File: src/rtl/pixel_downsample_binarize.sv
// pixel_downsample_binarize
// Takes the RGB565 pixel stream from the capture stage and crops a centred square ROI.
// Each ROI pixel is thresholded to dark or light, and each CELL x CELL block is majority-voted
// into one bit. The resulting GRID x GRID ink image is written to the classifier's image buffer.
module pixel_downsample_binarize #(
  parameter int IMG_W  = 320,
  parameter int IMG_H  = 240,
  parameter int CELL   = 8,
  parameter int GRID   = 28,
  parameter int X0     = 48,
  parameter int Y0     = 8,
  parameter int THRESH = 48,
  parameter int MAJ    = 32
) (
  input  logic        p_clock,
  input  logic        reset,
  input  logic        pixel_valid,
  input  logic [15:0] pixel_data,
  input  logic        frame_done,
  output logic        cell_wr_en,
  output logic [9:0]  cell_addr,
  output logic        cell_bit,
  output logic        digit_done,
  output logic        busy
);

  localparam int ROI       = GRID * CELL;
  localparam int CELL_BITS = $clog2(CELL);
  localparam int IDX_W     = $clog2(GRID);

  localparam logic [8:0] COL_LO   = 9'(X0);
  localparam logic [8:0] COL_HI   = 9'(X0 + ROI);
  localparam logic [8:0] COL_LAST = 9'(IMG_W - 1);
  localparam logic [7:0] ROW_LO   = 8'(Y0);
  localparam logic [7:0] ROW_HI   = 8'(Y0 + ROI);
  localparam logic [7:0] ROW_END  = 8'(IMG_H);
  localparam logic [9:0] LAST_ADDR = 10'(GRID * GRID - 1);

  typedef enum logic [1:0] {SYNC, ACTIVE, DRAIN} state_t;

  state_t state, state_next;

  logic [8:0] col;
  logic [7:0] row;
  logic [6:0] acc [GRID];

  logic [6:0]       gray;
  logic             dark;
  logic             accept;
  logic             in_roi;
  logic [8:0]       rel_col;
  logic [7:0]       rel_row;
  logic [IDX_W-1:0] cc;
  logic [IDX_W-1:0] cr;
  logic             cell_close;
  logic [7:0]       acc_sum;
  logic [9:0]       addr_calc;
  logic             last_write;

  // Pixel classification, ROI position and cell-close detection for the current pixel
  always_comb begin
    gray       = {2'b00, pixel_data[15:11]} + {1'b0, pixel_data[10:5]} + {2'b00, pixel_data[4:0]};
    dark       = (gray < 7'(THRESH));
    accept     = pixel_valid && !frame_done && (state == ACTIVE) && (row < ROW_END);
    in_roi     = (col >= COL_LO) && (col < COL_HI) && (row >= ROW_LO) && (row < ROW_HI);
    rel_col    = col - COL_LO;
    rel_row    = row - ROW_LO;
    cc         = rel_col[CELL_BITS +: IDX_W];
    cr         = rel_row[CELL_BITS +: IDX_W];
    cell_close = accept && in_roi && (&rel_col[CELL_BITS-1:0]) && (&rel_row[CELL_BITS-1:0]);
    acc_sum    = {1'b0, acc[cc]} + 8'(dark);
    addr_calc  = 10'(cr) * 10'(GRID) + 10'(cc);
    last_write = (state == ACTIVE) && cell_wr_en && (cell_addr == LAST_ADDR);
  end

  // State register
  always_ff @(posedge p_clock or posedge reset) begin
    if (reset) state <= SYNC;
    else       state <= state_next;
  end

  // Next-state logic; a frame_done in ACTIVE restarts the frame instead of finishing it
  always_comb begin
    state_next = state;
    busy       = (state == ACTIVE);
    case (state)
      SYNC:    if (frame_done) state_next = ACTIVE;
      ACTIVE:  if (!frame_done && last_write) state_next = DRAIN;
      DRAIN:   if (frame_done) state_next = ACTIVE;
      default: state_next = SYNC;
    endcase
  end

  // Column/row counters and per-column-of-cells dark accumulators; frame_done restarts them
  always_ff @(posedge p_clock or posedge reset) begin
    if (reset) begin
      col <= '0;
      row <= '0;
      for (int i = 0; i < GRID; i++) acc[i] <= '0;
    end else if (frame_done) begin
      col <= '0;
      row <= '0;
      for (int i = 0; i < GRID; i++) acc[i] <= '0;
    end else if (accept) begin
      if (col == COL_LAST) begin
        col <= '0;
        row <= row + 8'd1;
      end else begin
        col <= col + 9'd1;
      end
      if (in_roi) begin
        if (cell_close) acc[cc] <= '0;
        else            acc[cc] <= acc[cc] + 7'(dark);
      end
    end
  end

  // Registered buffer write one cycle after each closing pixel, then the completion pulse
  always_ff @(posedge p_clock or posedge reset) begin
    if (reset) begin
      cell_wr_en <= 1'b0;
      cell_addr  <= '0;
      cell_bit   <= 1'b0;
      digit_done <= 1'b0;
    end else begin
      cell_wr_en <= cell_close;
      digit_done <= last_write;
      if (cell_close) begin
        cell_addr <= addr_calc;
        cell_bit  <= (acc_sum >= 8'(MAJ));
      end
    end
  end

endmodule

File: config.mk
export PLATFORM = sky130hd
export DESIGN_NAME = pixel_downsample_binarize
export DESIGN_NICKNAME = d
export VERILOG_FILES = /design/src/rtl/pixel_downsample_binarize.sv
export SDC_FILE = /design/constraint.sdc
export NUM_CORES = 1
export LEC_CHECK = 0
export BUFFER_PORTS_ARGS = -buffer_cell sky130_fd_sc_hd__buf_2
export CAP_MARGIN = 10
export CORE_MARGIN = 2
export CORE_UTILIZATION = 60
export CTS_CLUSTER_DIAMETER = 50
export DETAILED_ROUTE_END_ITERATION = 6
export GPL_ROUTABILITY_DRIVEN = 1
export PLACE_DENSITY = 0.81
export SETUP_SLACK_MARGIN = 0.02
export SYNTH_ARGS = -nofsm -noshare
export SYNTH_HDL_FRONTEND = slang
export SYNTH_SLANG_ARGS = --single-unit
File: constraint.sdc
create_clock -name p_clock -period 9.55 [get_ports p_clock]
set_input_delay 1.4325 -clock p_clock [delete_from_list [all_inputs] [get_ports p_clock]]
set_output_delay 1.4325 -clock p_clock [all_outputs]
set_load 0.1 [all_outputs]
==> results of run 1 <==
power groups by stage:
stage / logic [mW] / registers, mW / clock network [mW]
final: 0.0848 / 0.972 / 1.09
after floorplan: 0.0579 / 0.989 / 0
after global routing: 0.0947 / 0.973 / 1.13
after global placement: 0.0827 / 0.989 / 0
after detailed placement: 0.0852 / 0.990 / 0
after CTS: 0.0856 / 0.972 / 1.10
sequential cells by signal, summed over array words and instances (netlist names):
register	cells
acc	196
cell_addr	10
col	9
row	8
state	2
cell_bit	1
cell_wr_en	1
digit_done	1
per-stage QoR:
| step | cell area [µm²] | cells | power (mW) | worst slack (ns) |
|---|---|---|---|---|
| 2_1_floorplan | 12660 | 1215 | 1.047 | 1.870 |
| 3_3_place_gp | 12960 | 1460 | 1.072 | 4.385 |
| 3_5_place_dp | 12960 | 1460 | 1.075 | 4.273 |
| 4_1_cts | 13910 | 1509 | 2.154 | 4.271 |
| 5_1_grt | 13910 | 1509 | 2.200 | 3.851 |
| 6_report | 13910 | 1509 | 2.144 | 4.105 |
final timing paths:
path	startpoint	to	slack (ns)	cells after the start
max in group asynchronous	reset	col[4]	6.83	3
min in group asynchronous	reset	acc[187]	1.13	2
hold reg to reg	state[1]	state[0]	0.48	1
hold / removal	state[1]	state[0]	0.48	1
setup / recovery	col[4]	acc[41]	4.11	11
setup reg to reg	col[4]	acc[41]	4.11	11
placed cells by master (no fill, tap or decap), types with 5 or more instances in the layout:
master       n
nor2b_1      6
mux2i_1     62
o31ai_1      9
mux4_2      48
xor2_1      11
o21ai_0     77
nand3_1     38
buf_2       32
clkbuf_1     6
xnor2_1      6
o21ai_1     21
clkbuf_16   27
nand3b_1    52
nor3_1       8
inv_1       45
nor2_1      70
a21oi_1     84
mux2_2       6
nand2_1    151
o32ai_1     28
bufinv_16    5
dfrtp_1    226
and2_1      17
o211ai_1     8
ha_1        29
fa_1         9
nand2b_1    35
buf_4       16
worst max-delay path, delay by kind of cell, from the launching register on:
family                   cells  cell delay (ns)
buffers and inverters        1             0.42
flip-flops                   1             0.70
adder cells (fa/ha/maj)      3             1.53
AO/OA/AOI/OAI                7             2.61
cell families (layout without fill, tap and decap cells):
kind of cell	Yosys count	after routing
simple gates	408	408
fa+ha+maj	38	38
flops	228	228
mux	118	118
compound gates	272	272
buf+inv	129	148
xor+xnor	22	22
area by class of cell:
class / instances / area [µm²] / area share
multi-input combinational: 858 / 6422 / 0.4618
sequential: 228 / 5710 / 0.4106
clock buffer: 36 / 739.5 / 0.05317
tap: 275 / 344.1 / 0.02474
timing repair buffer: 49 / 291.5 / 0.02096
clock inverter: 13 / 203.9 / 0.01466
inverter: 50 / 195.2 / 0.01404
layer usage:
| layer | part of all wire | track usage | wire length, µm | vias to the layer above |
|---|---|---|---|---|
| met4 | 0.036 | 0.1071 | 1143 | 2 |
| met1 | 0.41 | 0.4099 | 13120 | 4795 |
| met5 | 0.00028 | 0 | 9 | - |
| li1 | - | - | - | 4359 |
| met2 | 0.47 | 0.4710 | 14940 | 416 |
| met3 | 0.088 | 0.05994 | 2809 | 81 |
==> impl_metrics.yaml, run 1 <==
outcome:
  status: "finished, final reports clean"
setup_path:
  startpoint_type: "flip-flop"
  crit_path_max_incr_delay_ns: 1.10
  required_ns: 9.92
  arrival_ns: 5.81
  worstPathMaxFanout: 35
  slowest_stage: "ha_1"
  crit_chain: "ha_1, inv_2, o21ai_1, o22ai_1, a211oi_1, ha_1, ha_1, o21a_1, a41oi_2, o21ai_2, o21ai_0"
  end_kind: "flip-flop"
  crit_top_cell: "ha_1"
  worstSetupPathType: "reg -> reg"
timing:
  worst_pin_slew_ns: 1.110
  setup_viol: 0
  slew_viol_final: 0
  period_needed_ns: 5.445
  relSlewSlack: 0.2602
  setup_tns_ns: 0
  clock.fmax_mhz: 183.7
  final_min_period_over_clock_period: 0.5701
  whs_ns: 0.4807
  fin_skew_ns: 0.01461
  rsz0062_at_grt: "no"
  hold_violations: 0
route:
  drt-pass1-iter-count: 6
  totalWireLength_um: 32030
  avgRoutedWirePerCell_um: 21.22
  first_iter_violations: 944
  viasPerCell: 6.397
  num_vias: 9653
  ant_nets: 0
  drc_errors: 0
power_and_ir_drop:
  power_frac_clock: 0.507
  switching_power_uw: 473.5
  p_comb_frac: 0.040
  p_leak_nw: 5.685
  max-vdd-ir-drop_uv: 111.3
  internal-power_mw: 1.670
  sw_frac_of_total: 0.2209
  power_density_mw_per_mm2: 154.1
  seq_power_share: 0.454
synth:
  synth-xor-area-share: 0.01868
  syn_inst: 1215
  synth-compound-area-share: 0.1353
  yosysWarningCount: 0
  netlist.area_leader.share: 0.4506
  synth_edf_count: 0
  synthMuxAreaShare: 0.1426
  synth_nets: 1273
  yosysMostFrequentCell: "dfrtp_1"
  synth_area_per_cell_um2: 10.42
  synth_common_cells: "dfrtp_1 (228), nand2_1 (151), a21oi_1 (84), o21ai_0 (77), nor2_1 (70)"
  synth_top_family_by_area: "simple AND/OR/NAND/NOR gates"
  ys_types: 78
  synth_fa_ha_area_frac: 0.04289
  ys_ff_latch: 228
  synth_area_leader_cell: "dfrtp_1"
  synth-simple-area-share: 0.1663
  synthesis.area_mm2: 0.01266
  yosysSeqAreaShare: 0.4506
  synth_ff_type: "dfrtp_1"
  async_flop_share: 1.000
  ys_top_cells_by_area: "dfrtp_1 (45%), mux4_2 (8.5%), mux2i_1 (4.9%), nand2_1 (4.5%), a21oi_1 (3.3%)"
cts:
  numCtsBuffers: 27
  cts_resized: 0
  clock_latency_ns: 0.54
  cts_tree: "done"
  cts.clk_slew.worst_paths_ns: 0.06
  root_buffer: "clkbuf_16"
  cts_hold_buf: 0
  cts.sinks: 228
  cts_setup_buffers: 0
  clockBufferDepth: 3
  htree_levels: 1
run:
  max-cap-violations: 0
floorplanning:
  die_x_um: 149.3
  core-area_mm2: 0.02089
  ios: 34
  die-height_um: 149.3
  num_rows: 53
  dieArea_mm2: 0.02228
  initial_core_util: 0.6062
global_routing:
  grtUsageTotal: 0.2966
  antenna_found_initial: 1
  grt_pass1_vias: 9579
  grt_max_degree: 159
  grt-ovfl-total: 0
  grt_pass1_wl_um: 51620
finish:
  nFillCells: 1596
  diodes: 0
  nNetsFinal: 1272
  drive_above_1_share: 0.1475
  fin_util: 0.6658
  area_delta_synth_final_pct: 9.832
place:
  io_buffers: 33
  place_congestion: 0.9096
  post-dp-hpwl_um: 20710
hold_path:
  hp-class: "reg -> reg"
Note: power is estimated with default switching activity, not from simulation.
==> run 2: changes to the inputs <==
==> constraint.sdc (replaced) <==
create_clock -name p_clock -period 5.35 [get_ports p_clock]
set_input_delay 0.8025 -clock p_clock [delete_from_list [all_inputs] [get_ports p_clock]]
set_output_delay 0.8025 -clock p_clock [all_outputs]
set_load 0.1 [all_outputs]
==> impl_metrics.yaml, run 2 (same netlist as run 1, synthesis figures left out) <==
floorplanning:
  core-area_mm2: 0.02089
  ios: 34
  num_rows: 53
  die-height_um: 149.3
  dieArea_mm2: 0.02228
  die_x_um: 149.3
  initial_core_util: 0.6062
place:
  io_buffers: 33
  place_congestion: 0.9773
  post-dp-hpwl_um: 21020
timing:
  setup_tns_ns: 0
  hold_violations: 0
  fin_skew_ns: 0.02550
  period_needed_ns: 4.607
  slew_viol_final: 0
  setup_viol: 0
  whs_ns: 0.4799
  clock.fmax_mhz: 217.1
  relSlewSlack: 0.3568
  final_min_period_over_clock_period: 0.8610
  worst_pin_slew_ns: 0.9649
  rsz0062_at_grt: "no"
power_and_ir_drop:
  seq_power_share: 0.457
  internal-power_mw: 2.913
  sw_frac_of_total: 0.2328
  power_density_mw_per_mm2: 270.6
  p_comb_frac: 0.040
  p_leak_nw: 5.760
  max-vdd-ir-drop_uv: 289.4
  power_frac_clock: 0.502
  switching_power_uw: 883.7
global_routing:
  grtUsageTotal: 0.3006
  grt-ovfl-total: 0
  grt_max_degree: 172
  antenna_found_initial: 0
  grt_pass1_vias: 9998
  grt_pass1_wl_um: 52690
setup_path:
  crit_end: "acc[41]"
  r2r_end: "acc[41]"
  end_kind: "flip-flop"
  slowest_stage: "o21ai_2"
  worstSetupPathType: "reg -> reg"
  r2r_slack_ns: 0.74
  startpoint_type: "flip-flop"
  crit_path_max_incr_delay_ns: 0.82
  crit_top_cell: "ha_1"
  r2r-start: "col[5]"
  arrival_ns: 4.99
  worstPathMaxFanout: 21
  crit_start: "col[5]"
  r2r_cells: 11
  crit_chain: "ha_1, and4bb_1, o21bai_1, and2_1, o221ai_1, a2111oi_4, ha_1, o21a_1, a41oi_2, o21ai_2, o21ai_0"
  required_ns: 5.73
route:
  num_vias: 9905
  drc_errors: 0
  totalWireLength_um: 32740
  avgRoutedWirePerCell_um: 21.47
  viasPerCell: 6.495
  drt-pass1-iter-count: 5
  ant_nets: 0
  first_iter_violations: 947
cts:
  cts_tree: "done"
  root_buffer: "clkbuf_16"
  cts.clk_slew.worst_paths_ns: 0.06
  clock_latency_ns: 0.55
  cts_setup_buffers: 0
  cts_resized: 0
  cts.sinks: 228
  cts_hold_buf: 0
  numCtsBuffers: 28
  htree_levels: 1
  clockBufferDepth: 3
finish:
  final_cell_mix: "dfrtp_1 (226), nand2_1 (151), a21oi_1 (84)"
  largest_reg_flops: 196
  top_register: "acc"
  largestRegisters: "acc x196, cell_addr x10, col x9"
  diodes: 0
  drive_above_1_share: 0.1584
  nNetsFinal: 1287
  area_delta_synth_final_pct: 10.80
  final_common_cell: "dfrtp_1"
run:
  max-cap-violations: 0
outcome:
  status: "finished, final reports clean"
hold_path:
  hp-class: "reg -> reg"
==> run 2: cell type report <==
cell class	count	area (µm²)
Fill cell	1588	6859
Multi-Input combinational cell	858	6422
Sequential cell	228	5710
Clock buffer	42	844.6
Timing Repair Buffer	63	421.7
Tap cell	275	344.1
Inverter	50	191.4
Clock inverter	9	95.09
==> run 2: power by group through the flow <==
| stage | registers, mW | logic (mW) | clock network, mW |
|---|---|---|---|
| 4_1_cts | 1.74 | 0.154 | 1.92 |
| 2_1_floorplan | 1.77 | 0.104 | 0 |
| 3_5_place_dp | 1.77 | 0.153 | 0 |
| 5_1_grt | 1.74 | 0.171 | 1.99 |
| 6_report | 1.74 | 0.153 | 1.91 |
| 3_3_place_gp | 1.77 | 0.151 | 0 |
==> run 2: worst min path at each step <==
stage,from,end,slack [ns],cells after the start
6_report,state[1],state[0],0.48,1
5_1_grt,state[1],state[0],0.51,1
4_1_cts,state[1],state[0],0.49,1
3_5_place_dp,state[1],state[0],0.49,1
3_3_place_gp,state[1],state[0],0.46,1
2_1_floorplan,state[1],state[0],0.45,1
==> run 2: layer usage <==
metal / global-route usage / wire, µm / vias to the layer above
li1: - / - / 4389
met1: 0.4066 / 13260 / 4950
met2: 0.4774 / 15460 / 466
met3: 0.06086 / 2714 / 100
met4: 0.1281 / 1308 / 0
met5: 0 / 0 / -
==> run 2: stage by stage <==
stage | worst slack (ns) | std cells | total power, mW | util | area, µm²
after floorplan | 1.361 | 1215 | 1.869 | - | 12670
after global placement | 0.8134 | 1474 | 1.917 | 0.6267 | 13090
after detailed placement | 0.6510 | 1474 | 1.919 | 0.6267 | 13090
after CTS | 0.8069 | 1525 | 3.806 | 0.6716 | 14030
after global routing | 0.4429 | 1525 | 3.899 | 0.6716 | 14030
final | 0.7434 | 1525 | 3.797 | 0.6716 | 14030
==> run 2: critical path, delay by kind of cell (launching register included) <==
family                     cells  cell delay (ns)
and+or+nand+nor                2             0.58
adders and majority gates      2             0.77
DFF                            1             0.52
AOI/OAI and AO/OA              7             2.57
==> run 3: changes to the inputs <==
--- a/config.mk
+++ b/config.mk
@@ -5,6 +5,7 @@
 export SDC_FILE = /design/constraint.sdc
 export NUM_CORES = 1
 export LEC_CHECK = 0
+export ABC_AREA = 1
 export BUFFER_PORTS_ARGS = -buffer_cell sky130_fd_sc_hd__buf_2
 export CAP_MARGIN = 10
 export CORE_MARGIN = 2
==> impl_metrics.yaml, run 3 <==
synth:
  syn_inst: 2133
  async_flop_share: 1.000
  synth_edf_count: 0
  netlist.area_leader.share: 0.3915
  synth_area_leader_cell: "dfrtp_1"
  synthesis.area_mm2: 0.01457
  synth_area_per_cell_um2: 6.833
  ys_top_cells_by_area: "dfrtp_1 (39%), nand2_1 (18%), nor2_1 (5.3%), inv_1 (5.0%), o21ai_0 (4.6%)"
  yosysMostFrequentCell: "nand2_1"
  ys_types: 45
  synth_ff_type: "dfrtp_1"
  ys_ff_latch: 228
  synth_common_cells: "nand2_1 (711), dfrtp_1 (228), nor2_1 (207), inv_1 (193), o21ai_0 (134)"
  yosysSeqAreaShare: 0.3915
  synth_nets: 2191
  yosysWarningCount: 0
global_routing:
  antenna_found_initial: 0
  grt_pass1_wl_um: 75470
  met1_usage: 0.4939
  grt_pass1_vias: 14570
  use_met2: 0.5665
  grt_max_degree: 138
  busiest_layer: "met2"
  use_met3: 0.07455
  grt-ovfl-total: 0
  grtUsageTotal: 0.3639
setup_path:
  worst-path-buf-inv: 2
  worstPathMaxFanout: 23
  crit_top_cell: "nand2_1"
  required_ns: 5.81
  arrival_ns: 5.18
  crit_path_max_incr_delay_ns: 0.82
  crit_chain: "inv_2, nand2_1, o22ai_1, a21oi_1, o211ai_1, o311ai_0, o2111a_1, ha_1, ha_1, nand2_1, nand2_1, inv_1, nand4_1, o21ai_0"
  end_kind: "flip-flop"
  slowest_stage: "inv_1"
  worstSetupPathType: "reg -> reg"
  startpoint_type: "flip-flop"
  crit_family: "compound AO/OA/AOI/OAI gates"
timing:
  period_needed_ns: 4.719
  final_min_period_over_clock_period: 0.8820
  setup_tns_ns: 0
  setup_viol: 0
  fin_skew_ns: 0.008225
  rsz0062_at_grt: "no"
  worst_pin_slew_ns: 1.056
  relSlewSlack: 0.2962
  hold_violations: 0
  clock.fmax_mhz: 211.9
  slew_viol_final: 0
cts:
  numCtsBuffers: 28
  cts_tree: "done"
  cts_hold_buf: 0
  clock_latency_ns: 0.55
  clockBufferDepth: 3
  cts.clk_slew.worst_paths_ns: 0.06
  cts_setup_buffers: 0
  cts.sinks: 228
  root_buffer: "clkbuf_16"
  cts_resized: 0
  htree_levels: 1
route:
  avgRoutedWirePerCell_um: 18.89
  ant_nets: 0
  viasPerCell: 6.192
  drc_errors: 0
  totalWireLength_um: 46670
  drt-pass1-iter-count: 6
  first_iter_violations: 2158
  num_vias: 15290
floorplanning:
  die-height_um: 159.9
  die_x_um: 159.9
  dieArea_mm2: 0.02555
  initial_core_util: 0.6046
  ios: 34
  num_rows: 57
  core-area_mm2: 0.02411
run:
  max-cap-violations: 0
finish:
  largestRegisters: "acc x196, cell_addr x10, col x9"
  largest_reg_flops: 196
  nFillCells: 2078
  drive_above_1_share: 0.06710
  area_delta_synth_final_pct: 9.487
  diodes: 0
  final_common_cell: "nand2_1"
  top_register: "acc"
  final_cell_mix: "nand2_1 (710), dfrtp_1 (228), nor2_1 (206)"
  layout.cells.non_filler: 2470
  nNetsFinal: 2183
place:
  post-dp-hpwl_um: 29680
  io_buffers: 33
  placedCellCount: 2419
  place_congestion: 0.9732
power_and_ir_drop:
  p_leak_nw: 8.157
  power_density_mw_per_mm2: 262.6
  power_mw: 4.191
  max-vdd-ir-drop_uv: 259.7
hold_path:
  hp-class: "in -> async"
outcome:
  status: "finished, final reports clean"
run 3: cell count changes after synthesis, moves of 35 or more:
cell / change
nand2_1: +560
inv_1: +147
nor2_1: +137
nand3_1: +87
o22ai_1: +78
mux2i_1: -62
o21ai_0: +57
nand3b_1: -50
nand4_1: +50
mux4_2: -48
a21oi_1: +35
nand2b_1: -35
run 3: where the power goes:
part	internal [mW]	leakage, nW	total (mW)	switching (mW)
Combinational	0.0726	4.50	0.352	0.280
Sequential	1.74	3.16	1.75	0.0123
Clock	1.30	0.498	2.09	0.783
Total	3.12	8.16	4.19	1.08
run 3: cell families after synthesis:
kind of cell | count (synthesis) | synth area share
simple gates | 1121 | 0.3144
compound gates | 426 | 0.1654
buf+inv | 309 | 0.08491
flops | 228 | 0.3915
fa+ha+maj | 38 | 0.03726
xor+xnor | 11 | 0.006610
run 3: worst paths after layout:
check,from,to,slack [ns],cells past startpoint
max in group asynchronous,reset,acc[57],3.44,3
min in group p_clock,acc[25],acc[25],0.49,2
max,col[3],acc[142],0.63,14
min reg2reg,acc[25],acc[25],0.49,2
max reg2reg,col[3],acc[142],0.63,14
min,reset,acc[160],0.39,2
run 3: routing by layer:
layer	vias to the layer above	part of all wire	wire length, µm
li1	6999	-	-
met4	0	0.052	2412
met5	-	0	0
met3	202	0.12	5733
met2	1008	0.44	20460
met1	7085	0.39	18060
run 3: worst reg2reg max path, stage by stage, from the launching register on:
cell,delay (ns)
dfrtp_1,0.39
inv_2,0.41
nand2_1,0.63
o22ai_1,0.32
a21oi_1,0.07
o211ai_1,0.25
o311ai_0,0.32
o2111a_1,0.24
ha_1,0.19
ha_1,0.19
nand2_1,0.19
nand2_1,0.24
inv_1,0.82
nand4_1,0.23
o21ai_0,0.15
run 3: final cells by class:
class | count | area, µm² | area share
inverters | 208 | 789.5 | 0.04948
clock inverters | 12 | 203.9 | 0.01278
clock buffers | 39 | 813.3 | 0.05097
flip-flops and latches | 228 | 5705 | 0.3576
repair buffers | 63 | 402.9 | 0.02525
multi-input cells | 1596 | 7636 | 0.4786
well taps | 324 | 405.4 | 0.02541
run 3: per-stage QoR:
| stage | cell area [µm²] | hold WS [ns] | setup WS [ns] | util |
|---|---|---|---|---|
| after floorplan | 14580 | 0.4465 | 1.568 | - |
| after global placement | 14940 | 0.4538 | 0.9689 | 0.6197 |
| after detailed placement | 14940 | 0.4714 | 0.7995 | 0.6197 |
| after CTS | 15960 | 0.4112 | 0.9480 | 0.6619 |
| after global routing | 15960 | 0.4638 | 0.5772 | 0.6619 |
| final | 15960 | 0.3887 | 0.6311 | 0.6619 |
